==> src/rtl/jedro_1_lsu.sv <==
// jedro_1_lsu - load-store unit of the jedro_1 core.
//
// Accepts one load/store command at a time from the decoder, drives a
// single-port synchronous data RAM (one-cycle read latency), aligns and
// sign/zero-extends load data and hands it to the register file write port.
// Misaligned or illegal-size accesses are rejected without touching memory
// and flagged with a one-cycle misaligned_o pulse.
//
// Ports:
//   clk_i, rst_i        clock, asynchronous active-high reset
//   valid_i / ready_o   command handshake (ready_o high only in IDLE)
//   ctrl_i              [3]=store, [2]=unsigned load, [1:0]=size
//   regdest_i           load destination register
//   addr_i, wdata_i     effective byte address, store data (low bits)
//   mem_*_o             RAM strobe, byte enables, word address, store data
//   mem_rdata_i         RAM read word, valid the cycle after the access
//   rf_wb_o/addr/data   register file write port
//   misaligned_o        one-cycle error pulse
module jedro_1_lsu #(
    parameter int unsigned DATA_WIDTH     = 32,
    parameter int unsigned REG_ADDR_WIDTH = 5
) (
    input  logic                      clk_i,
    input  logic                      rst_i,
    input  logic                      valid_i,
    output logic                      ready_o,
    input  logic [3:0]                ctrl_i,
    input  logic [REG_ADDR_WIDTH-1:0] regdest_i,
    input  logic [DATA_WIDTH-1:0]     addr_i,
    input  logic [DATA_WIDTH-1:0]     wdata_i,
    output logic                      mem_en_o,
    output logic [3:0]                mem_we_o,
    output logic [DATA_WIDTH-1:0]     mem_addr_o,
    output logic [DATA_WIDTH-1:0]     mem_wdata_o,
    input  logic [DATA_WIDTH-1:0]     mem_rdata_i,
    output logic                      rf_wb_o,
    output logic [REG_ADDR_WIDTH-1:0] rf_addr_o,
    output logic [DATA_WIDTH-1:0]     rf_data_o,
    output logic                      misaligned_o
);

    typedef enum logic [1:0] {
        IDLE,
        ACCESS,
        WAIT,
        WB
    } state_t;

    state_t                    state;
    logic [3:0]                ctrl_q;
    logic [REG_ADDR_WIDTH-1:0] regdest_q;
    logic [1:0]                off_q;
    logic                      err_q;

    logic                      misaligned;
    logic [3:0]                st_we;
    logic [DATA_WIDTH-1:0]     st_wdata;
    logic [7:0]                byte_sel;
    logic [15:0]               half_sel;
    logic [DATA_WIDTH-1:0]     load_data;

    assign ready_o = (state == IDLE);

    // Alignment check on the incoming command
    always_comb begin
        misaligned = 1'b0;
        case (ctrl_i[1:0])
            2'b00:   misaligned = 1'b0;
            2'b01:   misaligned = addr_i[0];
            2'b10:   misaligned = |addr_i[1:0];
            default: misaligned = 1'b1;
        endcase
    end

    // Store lane replication and byte enables
    always_comb begin
        st_we    = 4'b1111;
        st_wdata = wdata_i;
        case (ctrl_i[1:0])
            2'b00: begin
                st_we    = 4'b0001 << addr_i[1:0];
                st_wdata = {4{wdata_i[7:0]}};
            end
            2'b01: begin
                st_we    = 4'b0011 << addr_i[1:0];
                st_wdata = {2{wdata_i[15:0]}};
            end
            default: begin
                st_we    = 4'b1111;
                st_wdata = wdata_i;
            end
        endcase
    end

    // Load lane selection using the latched byte offset
    always_comb begin
        byte_sel  = mem_rdata_i[7:0];
        case (off_q)
            2'd0:    byte_sel = mem_rdata_i[7:0];
            2'd1:    byte_sel = mem_rdata_i[15:8];
            2'd2:    byte_sel = mem_rdata_i[23:16];
            default: byte_sel = mem_rdata_i[31:24];
        endcase
        half_sel  = off_q[1] ? mem_rdata_i[31:16] : mem_rdata_i[15:0];
        load_data = mem_rdata_i;
        case (ctrl_q[1:0])
            2'b00:   load_data = {{24{~ctrl_q[2] & byte_sel[7]}}, byte_sel};
            2'b01:   load_data = {{16{~ctrl_q[2] & half_sel[15]}}, half_sel};
            default: load_data = mem_rdata_i;
        endcase
    end

    always_ff @(posedge clk_i or posedge rst_i) begin
        if (rst_i) begin
            state        <= IDLE;
            ctrl_q       <= '0;
            regdest_q    <= '0;
            off_q        <= '0;
            err_q        <= 1'b0;
            mem_en_o     <= 1'b0;
            mem_we_o     <= '0;
            mem_addr_o   <= '0;
            mem_wdata_o  <= '0;
            rf_wb_o      <= 1'b0;
            rf_addr_o    <= '0;
            rf_data_o    <= '0;
            misaligned_o <= 1'b0;
        end else begin
            case (state)
                IDLE: begin
                    if (valid_i) begin
                        ctrl_q    <= ctrl_i;
                        regdest_q <= regdest_i;
                        off_q     <= addr_i[1:0];
                        err_q     <= misaligned;
                        state     <= ACCESS;
                        if (misaligned) begin
                            misaligned_o <= 1'b1;
                        end else begin
                            mem_en_o    <= 1'b1;
                            mem_addr_o  <= {addr_i[DATA_WIDTH-1:2], 2'b00};
                            mem_we_o    <= ctrl_i[3] ? st_we : 4'b0000;
                            mem_wdata_o <= ctrl_i[3] ? st_wdata : '0;
                        end
                    end
                end
                ACCESS: begin
                    mem_en_o     <= 1'b0;
                    mem_we_o     <= '0;
                    mem_addr_o   <= '0;
                    mem_wdata_o  <= '0;
                    misaligned_o <= 1'b0;
                    state        <= (err_q || ctrl_q[3]) ? IDLE : WAIT;
                end
                WAIT: begin
                    // x0 is hardwired zero: read still happens, write-back suppressed
                    rf_wb_o   <= (regdest_q != '0);
                    rf_addr_o <= regdest_q;
                    rf_data_o <= load_data;
                    state     <= WB;
                end
                default: begin
                    rf_wb_o   <= 1'b0;
                    rf_addr_o <= '0;
                    rf_data_o <= '0;
                    state     <= IDLE;
                end
            endcase
        end
    end

endmodule

==> config.mk <==
export PLATFORM = sky130hd
export DESIGN_NAME = jedro_1_lsu
export DESIGN_NICKNAME = d
export VERILOG_FILES = /design/src/rtl/jedro_1_lsu.sv
export SDC_FILE = /design/constraint.sdc
export NUM_CORES = 1
export LEC_CHECK = 0
export ABC_AREA = 1
export CORE_MARGIN = 2
export CORE_UTILIZATION = 35
export DETAILED_ROUTE_END_ITERATION = 6
export GPL_TIMING_DRIVEN = 0
export PLACE_DENSITY = 0.62
export SLEW_MARGIN = 0
export SYNTH_ARGS = -nofsm -noshare
export SYNTH_HDL_FRONTEND = slang
export SYNTH_SLANG_ARGS = --single-unit
==> constraint.sdc <==
create_clock -name clk_i -period 9.8 [get_ports clk_i]
set_input_delay 1.96 -clock clk_i [delete_from_list [all_inputs] [get_ports clk_i]]
set_output_delay 1.96 -clock clk_i [all_outputs]
set_load 0.02 [all_outputs]
* Yosys cells after proc, flatten, opt, wreduce, memory -nomap -nowiden *
Cells that the tools add are included.

word-level totals
  word-level logic and storage cells = 69
  bits of input ports = 108
  bits in registers = 122

operators by class
  reductions and logical operators = 12
  equal/unequal tests = 10
  bitwise operators = 3
  multiplexer cells = 29
  shifts and indexed selects = 2

operators with widths
  operator                                                number
  one-hot mux 32 bit (2 select lines)                     5
  two-way mux 32 bit                                      5
  one-hot mux 8 bit (3 select lines)                      1
  two-way mux 16 bit                                      1
  one-hot mux 4 bit (2 select lines)                      2
  two-way mux 4 bit                                       3
  one-hot mux 5 bit (2 select lines)                      1
  == test 2 x 1 -> 1 bit (second input constant)          4
  zero test 2 bit                                         4
  == test 2 bit (second input constant)                   3
  one-hot mux 1 bit (2 select lines)                      3
  one-hot mux 2 bit (3 select lines)                      1
  AND reduction 3 bit                                     2
  nonzero test 5 bit                                      1
  two-way mux 1 bit                                       4
  two-way mux 2 bit                                       2
  inequality test 2 bit (second input constant)           2
  OR reduction 2 bit                                      2
  left shift 1 x 2 -> 4 bit (first input constant)        1
  left shift 2 x 2 -> 4 bit (first input constant)        1
  one-hot mux 1 bit (3 select lines)                      1
  bitwise AND 1 bit                                       2
  inequality test 2 x 1 -> 1 bit (second input constant)  1
  AND reduction 2 bit                                     1
  3 further kinds                                         3

* Longest topological paths before layout *
  depth after elaboration = 6
  mapped depth = 11

* Worst setup path after synthesis *
OpenSTA, ideal clock, no wires.

  path kind = input to register
  start = in ctrl_i[1]
  end = reg mem_wdata_o[0]
  stages = 11
  buffers on the path = 2
  setup time = 66 ps
  required time = 9734 ps
  slack = 6874 ps
  arrival time = 2860 ps
  cell sequence = inv_2 -> nand2_4 -> inv_2 -> nand2_2 -> nand2_4 -> nand2_1 -> nand2_2 -> buf_6 -> buf_6 -> nand2_1 -> nand2_1

between the ends
  word-level cells in the longest chain between the ends = 4
  elaborated cells on any way between the ends = 6
  those cells by class = eq/ne (3); mux (1); reduce/logical (2)

ends and longest elaborated chain
  what                                   RTL line  RTL
  start: declaration                     27        input logic [3:0] ctrl_i,
  == test 2 bit (tied with other cells)  67        case (ctrl_i[1:0])
  one-hot mux 1 bit (3 select lines) *   67
  inequality test 2 bit (no line) *      n/a
  AND reduction 3 bit (no line) *        n/a
  end signal: assignment                 143       mem_wdata_o <= ctrl_i[3] ? st_wdata : '0;
  end: declaration                       34        output logic [DATA_WIDTH-1:0] mem_wdata_o,

Every way passes the cells marked *; elsewhere a longest branch is shown, timed or not.
A chain may end at the register's enable or synchronous reset.

* Final worst setup path *
  start = reg state[0]
  end = out ready_o

between the ends
  word-level cells in the longest chain between the ends = 1

ends and longest elaborated chain
  what                      RTL line  RTL
  start: declaration        49        state_t state;
  start signal: assignment  153       state <= (err_q || ctrl_q[3]) ? IDLE : WAIT;
  zero test 2 bit           62        assign ready_o = (state == IDLE);
  end: declaration          26        output logic ready_o,

Every way passes these cells.

==> out/qor.yml <==
status: "completed"
rows: 46
port_buffers: 214
cts-root-buf: "clkbuf_16"
die_w_um: 131
syn_inst: 738
avgSynthCellArea_um2: 7.61
skew_ps: 5.75
synth_cell_type_count: 26
worstHoldPathType: "flip-flop to flip-flop"
layout.cells.non_filler: 1202
slowest_stage: "clkdlybuf4s50_1"
layout_min_cycle_time_ps: 3620
drt_wl_total_mm: 17.9
remaining_drc_errors: 0
slew_headroom_pct: 63.5
dr.pass1.iters: 4
max_cap_violations: 0
required_ps: 7840
antenna_found_initial: 0
cp_max_fo: 6
ios: 217
cts_max_level: 4
tightest_slew_ps: 547
hold_viol_final: 0
overflow: 0
path_clk_slew_ps: 60
cts_resized: 0
numCtsBuffers: 17
routabilityCongestion: 0.829
syn2layout_area_growth_pct: 53.6
yosys.area.top_type_share_pct: 53.4
ys_seq_elements: 120
slowest_delay_ps: 630
dp.cells: 1170
ant_nets: 0
dp_hpwl_mm: 13.2
synth_area_leader_cell: "dfrtp_1"
grtUsageTotal_pct: 21.3
drive_gt1_share_pct: 7.10
num_vias: 5521
start_util_pct: 35.6
cp-end-kind: "output pin"
power_density_nw_per_um2: 298
cts-hold-fix-buffers: 0
setup_viol: 0
fin_setup_tns_ps: 0
worstPathCellList: "nor2_2 > clkdlybuf4s50_1"
post_cts_buffers: 0
dieHeight_um: 131
drt_iter0_markers: 347
cts_max_path_buffers: 2
wl_per_cell_um: 14.9
fp.dieArea_um2: 17100
diodes: 0
core_area_um2: 15800
finalCritPeriodShare_pct: 37.0
clock_latency_ps: 410
worstSetupPathType: "flip-flop to output pin"
ys_seq_area_share_pct: 53.4
rsz0062_at_grt: "false"
start_kind: "flip-flop"
synth_area_um2: 5620
vias_per_cell: 4.59
grt_pass1_wl_mm: 27.7
fmax_mhz: 276
cts_tree: "done"
grt_max_degree: 64
grt_pass1_vias: 5317
crit_arrival_ps: 1660
synthTopCellsByArea: "dfrtp_1 53%, nand2_1 23%, nor2_1 5.3%"
cts_sinks: 120
p_leak_nw: 4.30
fin_nets: 1081
slew_viol_final: 0
peakVddDrop_mv: 0.146
yosys_warnings: 0
worst paths after layout:
kind / start / end / slack (ps) / cells after the start
max in group asynchronous: rst_i / mem_wdata_o[17]$_DFFE_PP0P_ / 7130 / 3
min reg2reg: mem_addr_o[29]$_DFFE_PP0P_ / mem_addr_o[29]$_DFFE_PP0P_ / 470 / 2
min in group asynchronous: rst_i / mem_addr_o[11]$_DFFE_PP0P_ / 1980 / 2
max reg2reg: state[1]$_DFFE_PP0P_ / rf_data_o[9]$_DFFE_PP0N_ / 8090 / 7
max: state[0]$_DFFE_PP0P_ / ready_o / 6180 / 2
min: mem_addr_o[29]$_DFFE_PP0P_ / mem_addr_o[29]$_DFFE_PP0P_ / 470 / 2
area by class of cell:
type / instances / area, um^2
multi-input cells: 545 / 2270
flip-flops and latches: 120 / 3000
well taps: 216 / 270
fillers: 1509 / 7140
clock inverters: 14 / 125
plain buffers: 39 / 218
clock buffers: 18 / 439
inverters: 35 / 136
repair buffers: 215 / 2170
critical path, delay by kind of cell, from the launching register on:
kind | cells | cell delay [ps]
DFF | 1 | 440
buffers and inverters | 1 | 630
and+or+nand+nor | 1 | 190
metrics by stage:
step / instance area [um^2] / power [W] / util, % / hold WS, ps / setup slack (ps)
final: 8630 / 0.00257 / 54.7 / 466 / 6180
after detailed placement: 8070 / 0.00199 / 51.2 / 457 / 5960
after global placement: 8040 / 0.00198 / 51.0 / 453 / 2700
after global routing: 8630 / 0.00276 / 54.7 / 492 / 6080
after floorplan: 5620 / 0.00145 / - / 470 / 4650
after CTS: 8630 / 0.00260 / 54.7 / 471 / 6140
cells in the final DEF, fill, tap and decap left out, types with 2 or more instances in the layout:
cell,netlist,final
clkbuf_16,0,17
clkdlybuf4s50_1,0,214
clkinvlp_4,0,6
inv_6,0,3
buf_2,9,9
clkinv_2,0,3
nor2_4,2,2
nor2_1,79,79
buf_6,4,4
clkinv_4,0,2
inv_2,6,6
nand3_1,38,38
dfrtp_1,120,120
nand2_4,2,2
nand2_2,3,3
o21ai_0,33,33
a21oi_1,19,19
nand2_1,346,346
o221ai_1,6,6
inv_1,29,28
clkbuf_1,16,16
buf_1,2,2
conb_1,1,2
buf_4,8,8
o22ai_1,8,8
sequential cells by signal (all words and copies together) (netlist names):
| name | flops |
|---|---|
| ctrl_q | 4 |
| err_q | 1 |
| mem_addr_o | 30 |
| mem_en_o | 1 |
| mem_wdata_o | 32 |
| mem_we_o | 4 |
| misaligned_o | 1 |
| off_q | 2 |
| regdest_q | 5 |
| rf_addr_o | 5 |
| rf_data_o | 32 |
| rf_wb_o | 1 |
| state | 2 |
logic make-up (layout without fill, tap and decap cells):
family	count (synthesis)	count (layout)	share of synthesized area, %
other cells	1	2	0.0667
flops	120	120	53.4
compound gates	70	70	6.97
simple gates	473	473	33.3
buf+inv	74	321	6.21
synth_stat cells:
library cell and instances:
nor2_4 2, buf_4 8, buf_2 9, nor2_2 1, inv_2 6, buf_1 2
o22ai_1 8, nand3_1 38, nor2_1 79, o221ai_1 6, a21oi_1 19, nand2_2 3
o2111ai_1 1, inv_1 29, nand2_4 2, conb_1 1, o211ai_1 1, buf_6 4
clkbuf_1 16, dfrtp_1 120, o21ai_0 33, nand2_1 346, o21ai_1 1, nand4_1 1
nand3_2 1, o21bai_1 1
metal layers:
layer  up-vias  routed length (um)  GRT usage, %
met5         -                   0             0
met4         0                 230          6.38
met2       202                7840          32.4
li1       2777                   -             -
met1      2525                8020          27.6
met3        17                1850          9.45
report_power, final:
group / leakage [nW] / switching, W / total [W] / internal, W
Combinational: 2.45 / 0.000704 / 0.00120 / 0.000495
Clock: 0.261 / 0.000241 / 0.000597 / 0.000356
Sequential: 1.59 / 0.0000987 / 0.000778 / 0.000680
Total: 4.30 / 0.00104 / 0.00257 / 0.00153
(Power assumes the default switching activity.)
